File: config.mk
export PLATFORM = sky130hd
export DESIGN_NAME = complex_peak_detector
export DESIGN_NICKNAME = d
export VERILOG_FILES = /design/src/rtl/complex_peak_detector.sv
export SDC_FILE = /design/constraint.sdc
export NUM_CORES = 2
export LEC_CHECK = 0
export ABC_AREA = 1
export ABC_CLOCK_PERIOD_IN_PS = 2800
export CAP_MARGIN = 25
export CORE_ASPECT_RATIO = 0.8
export CORE_MARGIN = 2
export CORE_UTILIZATION = 40
export DETAILED_ROUTE_END_ITERATION = 12
export PLACE_DENSITY_LB_ADDON = 0.3
export SYNTH_ARGS = -nofsm -noshare
export SYNTH_HDL_FRONTEND = slang
export SYNTH_SLANG_ARGS = --single-unit
File: constraint.sdc
create_clock -name clock -period 2.8 [get_ports clock]
set_input_delay 0.56 -clock clock [delete_from_list [all_inputs] [get_ports clock]]
set_output_delay 0.56 -clock clock [all_outputs]
set_load 0.03 [all_outputs]
File: src/rtl/complex_peak_detector.sv
// Magnitude-squared peak detector for the complex matched-filter output.
// Arms on a threshold crossing, then reports the largest |x|^2 and its index over a fixed window.
module complex_peak_detector #(
  parameter int unsigned DATA_WIDTH  = 21,
  parameter int unsigned MAG_WIDTH   = 2 * DATA_WIDTH,
  parameter int unsigned INDEX_WIDTH = 16,
  parameter int unsigned WINDOW      = 8
) (
  input  logic                         clock,
  input  logic                         resetN,
  input  logic                         startFlag,
  input  logic                         stopFlag,
  input  logic                         dataValid,
  input  logic signed [DATA_WIDTH-1:0] dataInI,
  input  logic signed [DATA_WIDTH-1:0] dataInQ,
  input  logic        [MAG_WIDTH-1:0]  threshold,
  output logic        [MAG_WIDTH-1:0]  magOut,
  output logic                         magValid,
  output logic        [MAG_WIDTH-1:0]  peakMag,
  output logic        [INDEX_WIDTH-1:0] peakIndex,
  output logic                         peakValid,
  output logic                         busy
);

  localparam int unsigned PROD_W = 2 * DATA_WIDTH;
  localparam int unsigned WIN_W  = $clog2(WINDOW + 1);

  typedef enum logic [1:0] {
    S_IDLE   = 2'd0,
    S_ARMED  = 2'd1,
    S_SEARCH = 2'd2,
    S_REPORT = 2'd3
  } state_e;

  // Magnitude pipeline: stage 1 squares, stage 2 sums.
  logic signed [PROD_W-1:0]    sq_i_c;
  logic signed [PROD_W-1:0]    sq_q_c;
  logic        [PROD_W-1:0]    sq_i_q;
  logic        [PROD_W-1:0]    sq_q_q;
  logic                        vld1_q;
  logic        [MAG_WIDTH-1:0] mag_d;
  logic        [MAG_WIDTH-1:0] mag_q;
  logic                        mag_vld_q;

  assign sq_i_c = PROD_W'(dataInI) * PROD_W'(dataInI);
  assign sq_q_c = PROD_W'(dataInQ) * PROD_W'(dataInQ);
  assign mag_d  = MAG_WIDTH'(sq_i_q) + MAG_WIDTH'(sq_q_q);

  always_ff @(posedge clock or negedge resetN) begin
    if (!resetN) begin
      sq_i_q    <= '0;
      sq_q_q    <= '0;
      vld1_q    <= 1'b0;
      mag_q     <= '0;
      mag_vld_q <= 1'b0;
    end else begin
      sq_i_q    <= $unsigned(sq_i_c);
      sq_q_q    <= $unsigned(sq_q_c);
      vld1_q    <= dataValid;
      mag_q     <= mag_d;
      mag_vld_q <= vld1_q;
    end
  end

  // Search FSM and its datapath registers.
  state_e                 state_q, state_d;
  logic [INDEX_WIDTH-1:0] cnt_q, cnt_d;
  logic [WIN_W-1:0]       win_q, win_d;
  logic [MAG_WIDTH-1:0]   peak_mag_q, peak_mag_d;
  logic [INDEX_WIDTH-1:0] peak_idx_q, peak_idx_d;
  logic                   peak_vld_q, peak_vld_d;
  logic                   busy_q, busy_d;

  always_ff @(posedge clock or negedge resetN) begin
    if (!resetN) begin
      state_q    <= S_IDLE;
      cnt_q      <= '0;
      win_q      <= '0;
      peak_mag_q <= '0;
      peak_idx_q <= '0;
      peak_vld_q <= 1'b0;
      busy_q     <= 1'b0;
    end else begin
      state_q    <= state_d;
      cnt_q      <= cnt_d;
      win_q      <= win_d;
      peak_mag_q <= peak_mag_d;
      peak_idx_q <= peak_idx_d;
      peak_vld_q <= peak_vld_d;
      busy_q     <= busy_d;
    end
  end

  always_comb begin
    state_d    = state_q;
    cnt_d      = cnt_q;
    win_d      = win_q;
    peak_mag_d = peak_mag_q;
    peak_idx_d = peak_idx_q;
    peak_vld_d = 1'b0;

    // Index is the pre-increment count; IDLE does not count.
    if (state_q != S_IDLE && mag_vld_q) begin
      cnt_d = cnt_q + INDEX_WIDTH'(1);
    end

    unique case (state_q)
      S_IDLE: begin
        if (stopFlag) begin
          state_d = S_IDLE;
        end else if (startFlag) begin
          state_d = S_ARMED;
          cnt_d   = '0;
        end
      end
      S_ARMED: begin
        if (stopFlag) begin
          state_d = S_IDLE;
        end else if (startFlag) begin
          cnt_d = '0;
        end else if (mag_vld_q && (mag_q > threshold)) begin
          peak_mag_d = mag_q;
          peak_idx_d = cnt_q;
          win_d      = WIN_W'(1);
          if (WINDOW == 1) begin
            state_d    = S_REPORT;
            peak_vld_d = 1'b1;
          end else begin
            state_d = S_SEARCH;
          end
        end
      end
      S_SEARCH: begin
        if (stopFlag) begin
          state_d = S_IDLE;
        end else if (mag_vld_q) begin
          win_d = win_q + WIN_W'(1);
          // Strict compare keeps the earliest sample on ties.
          if (mag_q > peak_mag_q) begin
            peak_mag_d = mag_q;
            peak_idx_d = cnt_q;
          end
          if (win_q == WIN_W'(WINDOW - 1)) begin
            state_d    = S_REPORT;
            peak_vld_d = 1'b1;
          end
        end
      end
      S_REPORT: begin
        state_d = stopFlag ? S_IDLE : S_ARMED;
      end
      default: begin
        state_d = S_IDLE;
      end
    endcase

    busy_d = (state_d == S_SEARCH) || (state_d == S_REPORT);
  end

  assign magOut    = mag_q;
  assign magValid  = mag_vld_q;
  assign peakMag   = peak_mag_q;
  assign peakIndex = peak_idx_q;
  assign peakValid = peak_vld_q;
  assign busy      = busy_q;

endmodule

# [Word level (Yosys, flattened, before mapping)]
# Cells that the tools add are included.
[classes] add_sub_neg=3 n_lt_le_gt_ge=2 multipliers=2 n_eq_ne=12 n_mux=38 reduce_logical=9
[op_table] operator="42-bit two-way mux" count=6
[op_table] operator="16-bit two-way mux" count=10
[op_table] operator="42-bit greater-than comparator" count=2
[op_table] operator="21-bit by 21-bit multiplier with 42-bit output" count=2
[op_table] operator="42-bit case mux with 2 select lines" count=1
[op_table] operator="42-bit adder" count=1
[op_table] operator="16-bit case mux with 2 select lines" count=1
[op_table] operator="4-bit two-way mux" count=5
[op_table] operator="16-bit by 1-bit adder with 16-bit output (second input constant)" count=1
[op_table] operator="2-bit two-way mux" count=8
[op_table] operator="2-bit inequality test (second input constant)" count=6
[op_table] operator="2-bit equality test (second input constant)" count=4
[op_table] operator="2-bit case mux with 4 select lines" count=1
[op_table] operator="4-bit case mux with 2 select lines" count=1
[op_table] operator="7-bit AND reduction" count=1
[op_table] operator="6-bit AND reduction" count=1
[op_table] operator="1-bit two-way mux" count=5
[op_table] operator="4-bit by 1-bit adder with 4-bit output (second input constant)" count=1
[op_table] operator="4-bit by 3-bit equality test with 1-bit output (second input constant)" count=1
[op_table] operator="2-bit nonzero test" count=2
[op_table] operator="2-bit by 1-bit equality test with 1-bit output (second input constant)" count=1
[op_table] operator="1-bit logical AND" count=2
[op_table] operator="2-bit logical NOT" count=1
[op_table] operator="2-bit OR reduction" count=1
[op_table] operator="1-bit logical OR" count=1
[word_totals] register_bits=210 out_inout_bits=103 wordCells=78 in_bits=89

# [Longest topological paths before layout]
[logic_depth] depth_word=8 ltp_mapped=30 mapped_depth_nobuf=28

# [Worst setup path before layout]
# Ideal clock, no wire load.
[synth_path] path_kind="input to register" startpoint="in dataInQ[20]" endpoint="reg sq_q_q[37]" n_path_buf=2 setup_ps=79 t_arrival_ps=6611 required_ps=2721 path_stages=23 path_slack_ps=-3890 path_cell_list="clkbuf_1 clkbuf_1 nand2_1 fa_1 fa_1 inv_1 fa_1 inv_1 fa_1 inv_1 fa_1 inv_1 fa_1 fa_1 inv_1 ha_1 nand2_1 nor2_1 inv_1 nor4_1 o21ai_0 nand3_1 xor2_1"
[synth_between] elab_chain_cells=1
[synth_rtl] item="from (decl)" line="15" text="input logic signed [DATA_WIDTH-1:0] dataInQ,"
[synth_rtl] item="21-bit by 21-bit multiplier with 42-bit output" line="46" text="assign sq_q_c = PROD_W'(dataInQ) * PROD_W'(dataInQ);"
[synth_rtl] item="via sq_q_c[37]" line="37" text="logic signed [PROD_W-1:0] sq_q_c;"
[synth_rtl] item="to (signal assigned)" line="58" text="sq_q_q <= $unsigned(sq_q_c);"
[synth_rtl] item="to (decl)" line="39" text="logic [PROD_W-1:0] sq_q_q;"
# The timed path passes the listed nets, and every way through them passes these cells.
# A chain may end at the register's enable or synchronous reset.

# [Worst setup path after layout]
[layout_path] startpoint="in dataInQ[20]" endpoint="reg sq_q_q[31]"
# Same word-level chain as after synthesis.

==> flow_metrics.py <==
metrics = {
    "outcome": {
        "outcome": "complete, but fails checks",
        "violations": "setup timing",
    },
    "sta": {
        "tns_ns": -193.77,
        "tightest_slew_ns": 0.661,
        "finalHoldViolCount": 0,
        "fmax_mhz": 170,
        "fin_crit_sh_pct": 211,
        "setup_viol": 74,
        "fin_ws_ns": -3.10,
        "rsz0062_at_grt": "yes",
        "fin_skew_ns": 0.0187,
        "timing.hold.ws_ns": 0.352,
        "slew_violations": 0,
        "fin_crit_ns": 5.90,
        "max-slew-margin-rel_pct": 55.5,
    },
    "global_routing": {
        "grt_max_degree": 64,
        "gr-total-overflow": 0,
        "track_usage_pct": 24.1,
        "antenna_found_initial": 1,
        "grt_pass1_vias": 39082,
        "grt_pass1_wl_um": 212000,
    },
    "drt": {
        "drtAntennaViolNets": 0,
        "routed_wl_um": 134000,
        "first_pass_iters": 6,
        "vias": 37347,
        "drt-initial-drc-count": 2597,
        "wl_per_cell_um": 17.4,
        "drcViolationCount": 0,
        "viasPerCell": 4.86,
    },
    "placement": {
        "dp_hpwl_um": 107000,
        "globalplace.congestion": 0.952,
        "numPortBuffers": 191,
    },
    "cts": {
        "clock_latency_ns": 0.55,
        "root_buffer": "clkbuf_16",
        "cts.clk_slew.worst_paths_ns": 0.07,
        "h-tree-depth": 1,
        "cts.path.max_buffers": 3,
        "cts_tree": "built",
        "numCtsBuffers": 24,
        "numClockSinks": 208,
    },
    "job": {
        "cap_violations": 0,
    },
    "synthesis": {
        "synth_area_per_cell_um2": 8.24,
        "synth_top_cell_by_area": "fa_1",
        "yosysTopAreaCellShare_pct": 38.3,
        "ys_warn_count": 0,
        "syn_nets": 6555,
        "syn_area_um2": 43300,
        "yosysSeqAreaShare_pct": 12.0,
        "synthTopCellsByArea": "fa_1, inv_1, dfrtp_1, ha_1, nand2_1",
        "async_reset_ff_share_pct": 100,
        "ys.flop_type": "dfrtp_1",
        "synth_seq_cells": 208,
        "syn_inst": 5253,
        "synth_edf_count": 0,
        "ys_types": 46,
    },
    "worst_setup_path": {
        "worstSetupPathType": "in -> reg",
        "critPathSlowestCell": "fa_1",
        "critical_path.startpoint_type": "input pin",
        "cp.required_ns": 3.24,
        "rrSetupSlack_ns": 0.16,
        "r2r_start": "sq_i_q[20]",
        "cpPeakStageDelay_ns": 0.53,
        "end_kind": "flop",
        "cp.arrival_ns": 6.34,
        "startpoint": "dataInQ[20]",
        "crit_path_max_fanout": 4,
        "crit_path_frequent_cell": "fa_1",
    },
    "die": {
        "die_area_um2": 111000,
        "rows": 107,
        "start_util_pct": 40.5,
        "coreArea_um2": 107000,
        "fp.dieH_um": 298,
        "die_w_um": 372,
        "ioPinCount": 192,
    },
    "layout": {
        "final_cell_mix": "inv_1, nand2_1, fa_1",
        "nets": 7556,
        "drive_gt1_share_pct": 33.1,
        "syn_to_final_growth_pct": 42.4,
        "final_common_cell": "inv_1",
    },
    "hold_path": {
        "hold_class": "reg -> reg",
        "min_from": "vld1_q",
    },
}
## critical path: cells and delay by family
family	cells	cell delay, ns
fa+ha+maj	8	3.76
compound gates	2	0.41
simple gates	8	0.62
buf+inv	11	0.97
## layer usage
metal / routed length, um / up-vias / global-route usage (%)
met5: 0 / - / 0
met4: 1730 / 0 / 2.91
met3: 9210 / 130 / 3.45
met2: 61100 / 1073 / 38.1
met1: 61600 / 18738 / 36.0
li1: - / 17406 / -
## cells in the mapped netlist (2+ instances only)
cell and n:
a21boi_0 10, a21o_1 34, a21oi_1 173, a31o_2 5, a31oi_1 23, and2_2 2
and3_1 4, buf_1 5, buf_12 2, buf_2 12, buf_6 3, clkbuf_1 90
dfrtp_1 208, fa_1 827, ha_1 386, inv_1 1560, inv_2 8, nand2_1 967
nand2_2 2, nand2b_1 2, nand3_1 212, nand3_2 24, nand3b_1 3, nand4_1 19
nor2_1 297, nor2_2 4, nor3_1 25, nor3_2 4, nor4_1 13, o2111ai_1 2
o211ai_1 4, o21a_1 8, o21ai_0 110, o21ai_1 6, o21bai_1 31, or2_2 8
xnor2_1 45, xor2_1 107
## final cells by class
type	count	area, um^2
multi-input combinational	3364	37000
sequential	208	5200
fill	9081	45200
timing repair buffer	1088	10800
antenna	2	5.00
clock inverter	17	246
tap	1417	1770
inverter	1568	5960
clock buffer	27	622
## repair_timing
item	in CTS	in global routing
hold buffers	1	0
gates resized for setup	1073	505
setup buffers	171	93
pin swaps	461	381
endpoints found under the setup margin	74	76
gates cloned	22	1
endpoints found under the hold margin	57	0
## sequential cells by signal, indices dropped and copies added, names as in the netlist, 2 cells and up
signal     flops
win_q          4
peakIndex     16
sq_i_q        41
cnt_q         16
magOut        42
sq_q_q        41
peakMag       42
state_q        2
## worst paths after layout
| check | endpoint | depth (start not counted) |
|---|---|---|
| min in group asynchronous | cnt_q[12] | 2 |
| worst max-delay path | sq_q_q[31] | 29 |
| worst max register to register | magOut[41] | 9 |
| max in group asynchronous | sq_q_q[41] | 3 |
| worst min-delay path | magValid | 0 |
| worst min register to register | magValid | 0 |
## metrics by stage
stage | worst slack [ns] | instance area, um^2 | std cells | utilization [%]
after floorplan | -3.23 | 45300 | 5253 | -
final | -3.10 | 61600 | 7691 | 57.7
after detailed placement | -4.23 | 53500 | 7390 | 50.1
after CTS | -3.06 | 59200 | 7613 | 55.5
after global placement | -4.18 | 53500 | 7390 | 50.1
after global routing | -3.29 | 61600 | 7690 | 57.7
## logic make-up after synthesis
kind of cell             after synthesis  share of synthesized area [%]
XOR/XNOR                             152                           3.08
AO/OA/AOI/OAI                        408                           5.36
adder cells (fa/ha/maj)             1213                           49.4
AND/OR/NAND/NOR                     1591                           15.3
buffers and inverters               1681                           14.8
flip-flops                           208                           12.0
Power is left out: the tool's default activity adds up to more than one toggle a clock period on the data nets, which glitch-free logic cannot reach.
